### config.mk
export PLATFORM = sky130hd
export DESIGN_NAME = ccff_chain_loader
export DESIGN_NICKNAME = d
export VERILOG_FILES = /design/src/rtl/ccff_chain_loader.sv
export SDC_FILE = /design/constraint.sdc
export NUM_CORES = 1
export LEC_CHECK = 0
export ABC_AREA = 1
export ABC_CLOCK_PERIOD_IN_PS = 1800
export BUFFER_PORTS_ARGS = -buffer_cell sky130_fd_sc_hd__buf_2
export CAP_MARGIN = 20
export CORE_UTILIZATION = 55
export DETAILED_ROUTE_END_ITERATION = 16
export MAX_ROUTING_LAYER = met4
export PLACE_DENSITY = 0.76
export SETUP_SLACK_MARGIN = 0.15
export SLEW_MARGIN = 15
export SYNTH_ARGS = -nofsm -noshare
export SYNTH_HDL_FRONTEND = slang
export SYNTH_SLANG_ARGS = --single-unit
### constraint.sdc
create_clock -name prog_clk -period 1.8 [get_ports prog_clk]
set_input_delay 0 -clock prog_clk [delete_from_list [all_inputs] [get_ports prog_clk]]
set_output_delay 0 -clock prog_clk [all_outputs]
set_load 0.03 [all_outputs]
### src/rtl/ccff_chain_loader.sv
// Serially loads a configuration-flop chain from host words, then recirculates it once
// while CRC-8 checking the readback stream against the stream that was shifted in.
module ccff_chain_loader #(
    parameter int CHAIN_LEN = 24,
    parameter int WORD_W    = 8
) (
    input  logic                           prog_clk,
    input  logic                           pReset,
    input  logic                           start,
    input  logic                           abort,
    input  logic [WORD_W-1:0]              cfg_data,
    input  logic                           cfg_valid,
    output logic                           cfg_ready,
    output logic                           ccff_head,
    input  logic                           ccff_tail,
    output logic                           shift_en,
    output logic [$clog2(CHAIN_LEN+1)-1:0] bit_count,
    output logic                           busy,
    output logic                           done,
    output logic                           err
);

    localparam int BC_W      = $clog2(CHAIN_LEN + 1);
    localparam int RC_W      = $clog2(WORD_W + 1);
    localparam int NUM_WORDS = (CHAIN_LEN + WORD_W - 1) / WORD_W;
    localparam int WA_W      = $clog2(NUM_WORDS + 1);

    localparam logic [BC_W-1:0] LAST_BIT  = BC_W'(CHAIN_LEN);
    localparam logic [BC_W-1:0] BC_ZERO   = {BC_W{1'b0}};
    localparam logic [BC_W-1:0] BC_ONE    = BC_W'(1);
    localparam logic [RC_W-1:0] RC_ZERO   = {RC_W{1'b0}};
    localparam logic [RC_W-1:0] RC_ONE    = RC_W'(1);
    localparam logic [RC_W-1:0] WORD_CNT  = RC_W'(WORD_W);
    localparam logic [WA_W-1:0] WA_ZERO   = {WA_W{1'b0}};
    localparam logic [WA_W-1:0] WA_ONE    = WA_W'(1);
    localparam logic [WA_W-1:0] WORDS_MAX = WA_W'(NUM_WORDS);

    typedef enum logic [1:0] {
        S_IDLE   = 2'd0,
        S_LOAD   = 2'd1,
        S_VERIFY = 2'd2,
        S_DONE   = 2'd3
    } state_t;

    function automatic logic [7:0] crc8_step(input logic [7:0] crc, input logic din);
        logic fb;
        fb = crc[7] ^ din;
        return {crc[6:0], 1'b0} ^ (fb ? 8'h07 : 8'h00);
    endfunction

    state_t            r_state,      w_state_nxt;
    logic [WORD_W-1:0] r_buf,        w_buf_nxt;
    logic [RC_W-1:0]   r_cnt,        w_cnt_nxt;
    logic [BC_W-1:0]   r_bit_count,  w_bit_count_nxt;
    logic [WA_W-1:0]   r_words,      w_words_nxt;
    logic [7:0]        r_crc_load,   w_crc_load_nxt;
    logic [7:0]        r_crc_rb,     w_crc_rb_nxt;
    logic              r_err,        w_err_nxt;

    logic [BC_W-1:0]   w_remaining;
    logic [BC_W-1:0]   w_bc_inc;
    logic [RC_W-1:0]   w_load_cnt;
    logic              w_ready;
    logic              w_shift_en;
    logic              w_head;

    // Last word is clipped to the bits the chain still needs, dropping its upper bits.
    assign w_remaining = LAST_BIT - r_bit_count;
    assign w_bc_inc    = r_bit_count + BC_ONE;
    assign w_load_cnt  = (int'(w_remaining) > WORD_W) ? WORD_CNT : RC_W'(w_remaining);

    // Next-state and Moore/Mealy output decode for the load/verify sequencer.
    always_comb begin
        w_state_nxt     = r_state;
        w_buf_nxt       = r_buf;
        w_cnt_nxt       = r_cnt;
        w_bit_count_nxt = r_bit_count;
        w_words_nxt     = r_words;
        w_crc_load_nxt  = r_crc_load;
        w_crc_rb_nxt    = r_crc_rb;
        w_err_nxt       = r_err;
        w_ready         = 1'b0;
        w_shift_en      = 1'b0;
        w_head          = 1'b0;

        case (r_state)
            S_IDLE: begin
                if (start) begin
                    w_state_nxt     = S_LOAD;
                    w_buf_nxt       = {WORD_W{1'b0}};
                    w_cnt_nxt       = RC_ZERO;
                    w_bit_count_nxt = BC_ZERO;
                    w_words_nxt     = WA_ZERO;
                    w_crc_load_nxt  = 8'h00;
                    w_crc_rb_nxt    = 8'h00;
                    w_err_nxt       = 1'b0;
                end else begin
                    w_state_nxt = S_IDLE;
                end
            end

            S_LOAD: begin
                // Abort gates ready so a word offered alongside it is never taken.
                w_ready = (r_cnt == RC_ZERO) && (r_words < WORDS_MAX) && !abort;
                if (r_cnt != RC_ZERO) begin
                    w_shift_en      = 1'b1;
                    w_head          = r_buf[0];
                    w_buf_nxt       = {1'b0, r_buf[WORD_W-1:1]};
                    w_cnt_nxt       = r_cnt - RC_ONE;
                    w_bit_count_nxt = w_bc_inc;
                    w_crc_load_nxt  = crc8_step(r_crc_load, r_buf[0]);
                    if (w_bc_inc == LAST_BIT) begin
                        w_state_nxt     = S_VERIFY;
                        w_bit_count_nxt = BC_ZERO;
                    end else begin
                        w_state_nxt = S_LOAD;
                    end
                end else if (cfg_valid && w_ready) begin
                    w_buf_nxt   = cfg_data;
                    w_cnt_nxt   = w_load_cnt;
                    w_words_nxt = r_words + WA_ONE;
                end else begin
                    w_state_nxt = S_LOAD;
                end
                if (abort) begin
                    w_state_nxt = S_DONE;
                    w_err_nxt   = 1'b1;
                end else begin
                    w_err_nxt = r_err;
                end
            end

            S_VERIFY: begin
                w_shift_en      = 1'b1;
                w_head          = ccff_tail;
                w_crc_rb_nxt    = crc8_step(r_crc_rb, ccff_tail);
                w_bit_count_nxt = w_bc_inc;
                if (w_bc_inc == LAST_BIT) begin
                    w_state_nxt = S_DONE;
                end else begin
                    w_state_nxt = S_VERIFY;
                end
                if (abort) begin
                    w_state_nxt = S_DONE;
                    w_err_nxt   = 1'b1;
                end else begin
                    w_err_nxt = r_err;
                end
            end

            S_DONE: begin
                w_state_nxt = S_IDLE;
                if (r_crc_load != r_crc_rb) begin
                    w_err_nxt = 1'b1;
                end else begin
                    w_err_nxt = r_err;
                end
            end

            default: begin
                w_state_nxt = S_IDLE;
            end
        endcase
    end

    // State and datapath registers; reset clears everything asynchronously.
    always_ff @(posedge prog_clk or posedge pReset) begin
        if (pReset) begin
            r_state     <= S_IDLE;
            r_buf       <= {WORD_W{1'b0}};
            r_cnt       <= RC_ZERO;
            r_bit_count <= BC_ZERO;
            r_words     <= WA_ZERO;
            r_crc_load  <= 8'h00;
            r_crc_rb    <= 8'h00;
            r_err       <= 1'b0;
        end else begin
            r_state     <= w_state_nxt;
            r_buf       <= w_buf_nxt;
            r_cnt       <= w_cnt_nxt;
            r_bit_count <= w_bit_count_nxt;
            r_words     <= w_words_nxt;
            r_crc_load  <= w_crc_load_nxt;
            r_crc_rb    <= w_crc_rb_nxt;
            r_err       <= w_err_nxt;
        end
    end

    assign cfg_ready = w_ready;
    assign shift_en  = w_shift_en;
    assign ccff_head = w_head;
    assign bit_count = r_bit_count;
    assign busy      = (r_state == S_LOAD) || (r_state == S_VERIFY);
    assign done      = (r_state == S_DONE);
    assign err       = r_err;

endmodule

==> flow_metrics.env <==
export IMPL_status="finished, final reports clean"
export IMPL_viasPerCell=5.42
export IMPL_antenna_found_initial=0
export IMPL_yosysWarningCount=0
export IMPL_synth_ff_type="dfrtp_1"
export IMPL_cellPowerDensity_nw_per_um2=2050
export IMPL_clock_sinks=38
export IMPL_hp_class="input pin to flop"
export IMPL_io_buffers=24
export IMPL_drc=0
export IMPL_synth_edf_count=0
export IMPL_grt_max_degree=39
export IMPL_synthesis_nets=316
export IMPL_async_flop_share=1.00
export IMPL_slowest_stage="dfrtp_1"
export IMPL_p_clk_frac=0.136
export IMPL_fp_coreArea_sq_um=4060
export IMPL_cts_root_buf="clkbuf_8"
export IMPL_grt_met3_usage=0.0389
export IMPL_synth_area_leaders="dfrtp_1 41%, nand2_1 10%, inv_1 7.8%"
export IMPL_clock_skew_ps=5.63
export IMPL_preCtsSetupSlack_ps=37.1
export IMPL_areaGrowthSynthToFinish_pct=34.6
export IMPL_grt_usage=0.283
export IMPL_finalWorstSetupSlack_ps=121
export IMPL_setup_tns_ps=0
export IMPL_drv_cap=0
export IMPL_die_w_um=67.3
export IMPL_period_needed_ps=1680
export IMPL_peakVddDrop_v=0.00159
export IMPL_met1_usage=0.365
export IMPL_worstSkewPairLatency_ps=300
export IMPL_clock_path_buffers=2
export IMPL_cts_made_buffers=5
export IMPL_tightest_slew_ps=485
export IMPL_clk_pin_slew_ps=80
export IMPL_overflow=0
export IMPL_synth_seq_cells=38
export IMPL_die_h_um=67.3
export IMPL_dp_hpwl_um=3640
export IMPL_tritoncts="yes"
export IMPL_synth_largest_area_cell="dfrtp_1"
export IMPL_first_global_vias=2047
export IMPL_fin_nets=375
export IMPL_start_util=0.578
export IMPL_cp_data_arrival_time_ps=1870
export IMPL_rsz0062_at_grt="yes"
export IMPL_synthDistinctLibCells=32
export IMPL_critPathMaxFanout=8
export IMPL_p_leak_nw=1.57
export IMPL_die_area_sq_um=4530
export IMPL_end_kind="flop"
export IMPL_drt_iter0_drc=162
export IMPL_crit_required_ps=1990
export IMPL_place_congestion=0.862
export IMPL_pwr_share_comb=0.655
export IMPL_relSlewSlack=0.677
export IMPL_p_total_mw=6.47
export IMPL_grt_most_used_layer="met2"
export IMPL_cts_htree_levels=2
export IMPL_path_cells="inv_2 > ha_4 > nand2_4 > nor2_8 > inv_2 > nand2_1 > nand2_2 > nand2_8 > nand2_8 > buf_12 > nand2_1 > o21ai_2"
export IMPL_insertedDiodeCount=0
export IMPL_via_count=2172
export IMPL_wl_per_cell_um=15.0
export IMPL_pin_count=25
export IMPL_synth_common_cells="64 x nand2_1, 49 x inv_1, 38 x dfrtp_1"
export IMPL_drtPass1Iterations=4
export IMPL_grt_pass1_wl_um=9250
export IMPL_finalSetupViolations=0
export IMPL_gr_usage_met2=0.454
export IMPL_dpl_cell_area_sq_um=2560
export IMPL_max_freq_mhz=596
export IMPL_p_switching_mw=3.04
export IMPL_cpPeakStageDelay_ps=390
export IMPL_slew_viol_final=0
export IMPL_drtAntennaViolNets=0
export IMPL_drive_above_1_share=0.362
export IMPL_seq_area_frac_synth=0.406
export IMPL_fin_crit_sh=0.933
export IMPL_synth_area_per_cell_sq_um=8.06
export IMPL_dp_cells=368
export IMPL_netlist_area_leader_share=0.406
export IMPL_fin_cells=401
export IMPL_syn_inst=291
export IMPL_core_rowCount=23
export IMPL_p_sw_frac=0.471
export IMPL_fin_area_sq_um=3160
export IMPL_start_kind="flop"
export IMPL_worst_setup_path_type="flop to flop"
export IMPL_synth_most_common_cell="nand2_1"
export IMPL_netlist_area_sq_um=2340
export IMPL_seqPwrFrac=0.209
export IMPL_drt_total_wl_um=6000
export IMPL_hold_viol_final=0
export IMPL_p_int_mw=3.42
## metal layers
layer | up-vias | wire, um | part of all wire
li1 | 1056 | - | -
met4 | 0 | 101 | 0.017
met1 | 1043 | 2650 | 0.44
met5 | - | 0 | 0
met3 | 10 | 231 | 0.039
met2 | 63 | 3010 | 0.50
## worst paths after layout
kind | startpoint | endpoint | slack (ps) | cells after the start
setup / recovery | r_cnt[0] | r_buf[3] | 120 | 12
hold / removal | cfg_data[6] | r_buf[6] | 30 | 5
setup reg to reg | r_cnt[0] | r_buf[3] | 120 | 12
hold reg to reg | err | err | 490 | 2
max in group asynchronous | pReset | bit_count[1] | 1080 | 4
min in group asynchronous | pReset | r_buf[3] | 350 | 4
## cell families (layout without fill, tap and decap cells)
family | after synthesis | after routing | synth area share
and+or+nand+nor | 113 | 113 | 0.235
buffers and inverters | 59 | 119 | 0.108
adders and majority gates | 11 | 11 | 0.0587
xor gates and xnor gates | 11 | 11 | 0.0411
AOI/OAI and AO/OA | 59 | 59 | 0.152
DFF | 38 | 38 | 0.406
## cell type report
class | count | area, sq um
multi-input cells | 194 | 1360
flip-flops and latches | 38 | 955
fillers | 268 | 902
repair buffers | 58 | 443
inverters | 53 | 201
clock buffers | 5 | 68.8
clock inverters | 3 | 68.8
well taps | 50 | 62.6
## cells in the final DEF, fill, tap and decap left out, types with 5 or more instances in the layout
| master | instances |
|---|---|
| nand2_1 | 55 |
| inv_1 | 37 |
| dfrtp_1 | 35 |
| buf_4 | 27 |
| nand3_1 | 22 |
| buf_2 | 21 |
| inv_2 | 15 |
| o21ai_1 | 13 |
| o22ai_1 | 12 |
| o21ai_2 | 11 |
| o21ai_0 | 11 |
| nor2_1 | 10 |
| nand2_4 | 8 |
| xor2_1 | 8 |
| buf_6 | 6 |
| ha_4 | 5 |
| ha_1 | 5 |
| clkbuf_8 | 5 |
## worst max-delay path, delay by kind of cell (launching register included)
kind | cells | cell delay (ps)
buf+inv | 3 | 320
flops | 1 | 390
compound gates | 1 | 50
fa+ha+maj | 1 | 140
simple gates | 7 | 680
## power by group through the flow
stage	clock network, mW	logic [mW]	registers, mW
after global routing	0.912	4.58	1.38
after detailed placement	0	2.91	1.35
after floorplan	0	2.27	1.37
after CTS	0.883	3.60	1.34
after global placement	0	2.84	1.35
final	0.878	4.24	1.35
## per-stage QoR
step                utilization  hold slack [ps]
floorplan                     -             69.6
global placement          0.631              143
global route              0.778             61.6
finish                    0.778             33.5
CTS                       0.728             28.3
detailed placement        0.631              142
## flip-flops by register name (all words and copies together), names as in the netlist, named ones only
register / flops
r_buf: 8
r_crc_load: 8
r_crc_rb: 8
bit_count: 5
r_cnt: 4
r_words: 2
err: 1
r_state: 1
## timing repair
item | CTS | global route
endpoints found under the setup margin | 26 | 31
hold endpoints to repair | 39 | 0
pin swaps | 7 | 10
cloned | 1 | 0
gates resized for setup | 27 | 50
hold buffers | 2 | 0
setup buffers | 15 | 7
Note: power is estimated with default switching activity, not from simulation.
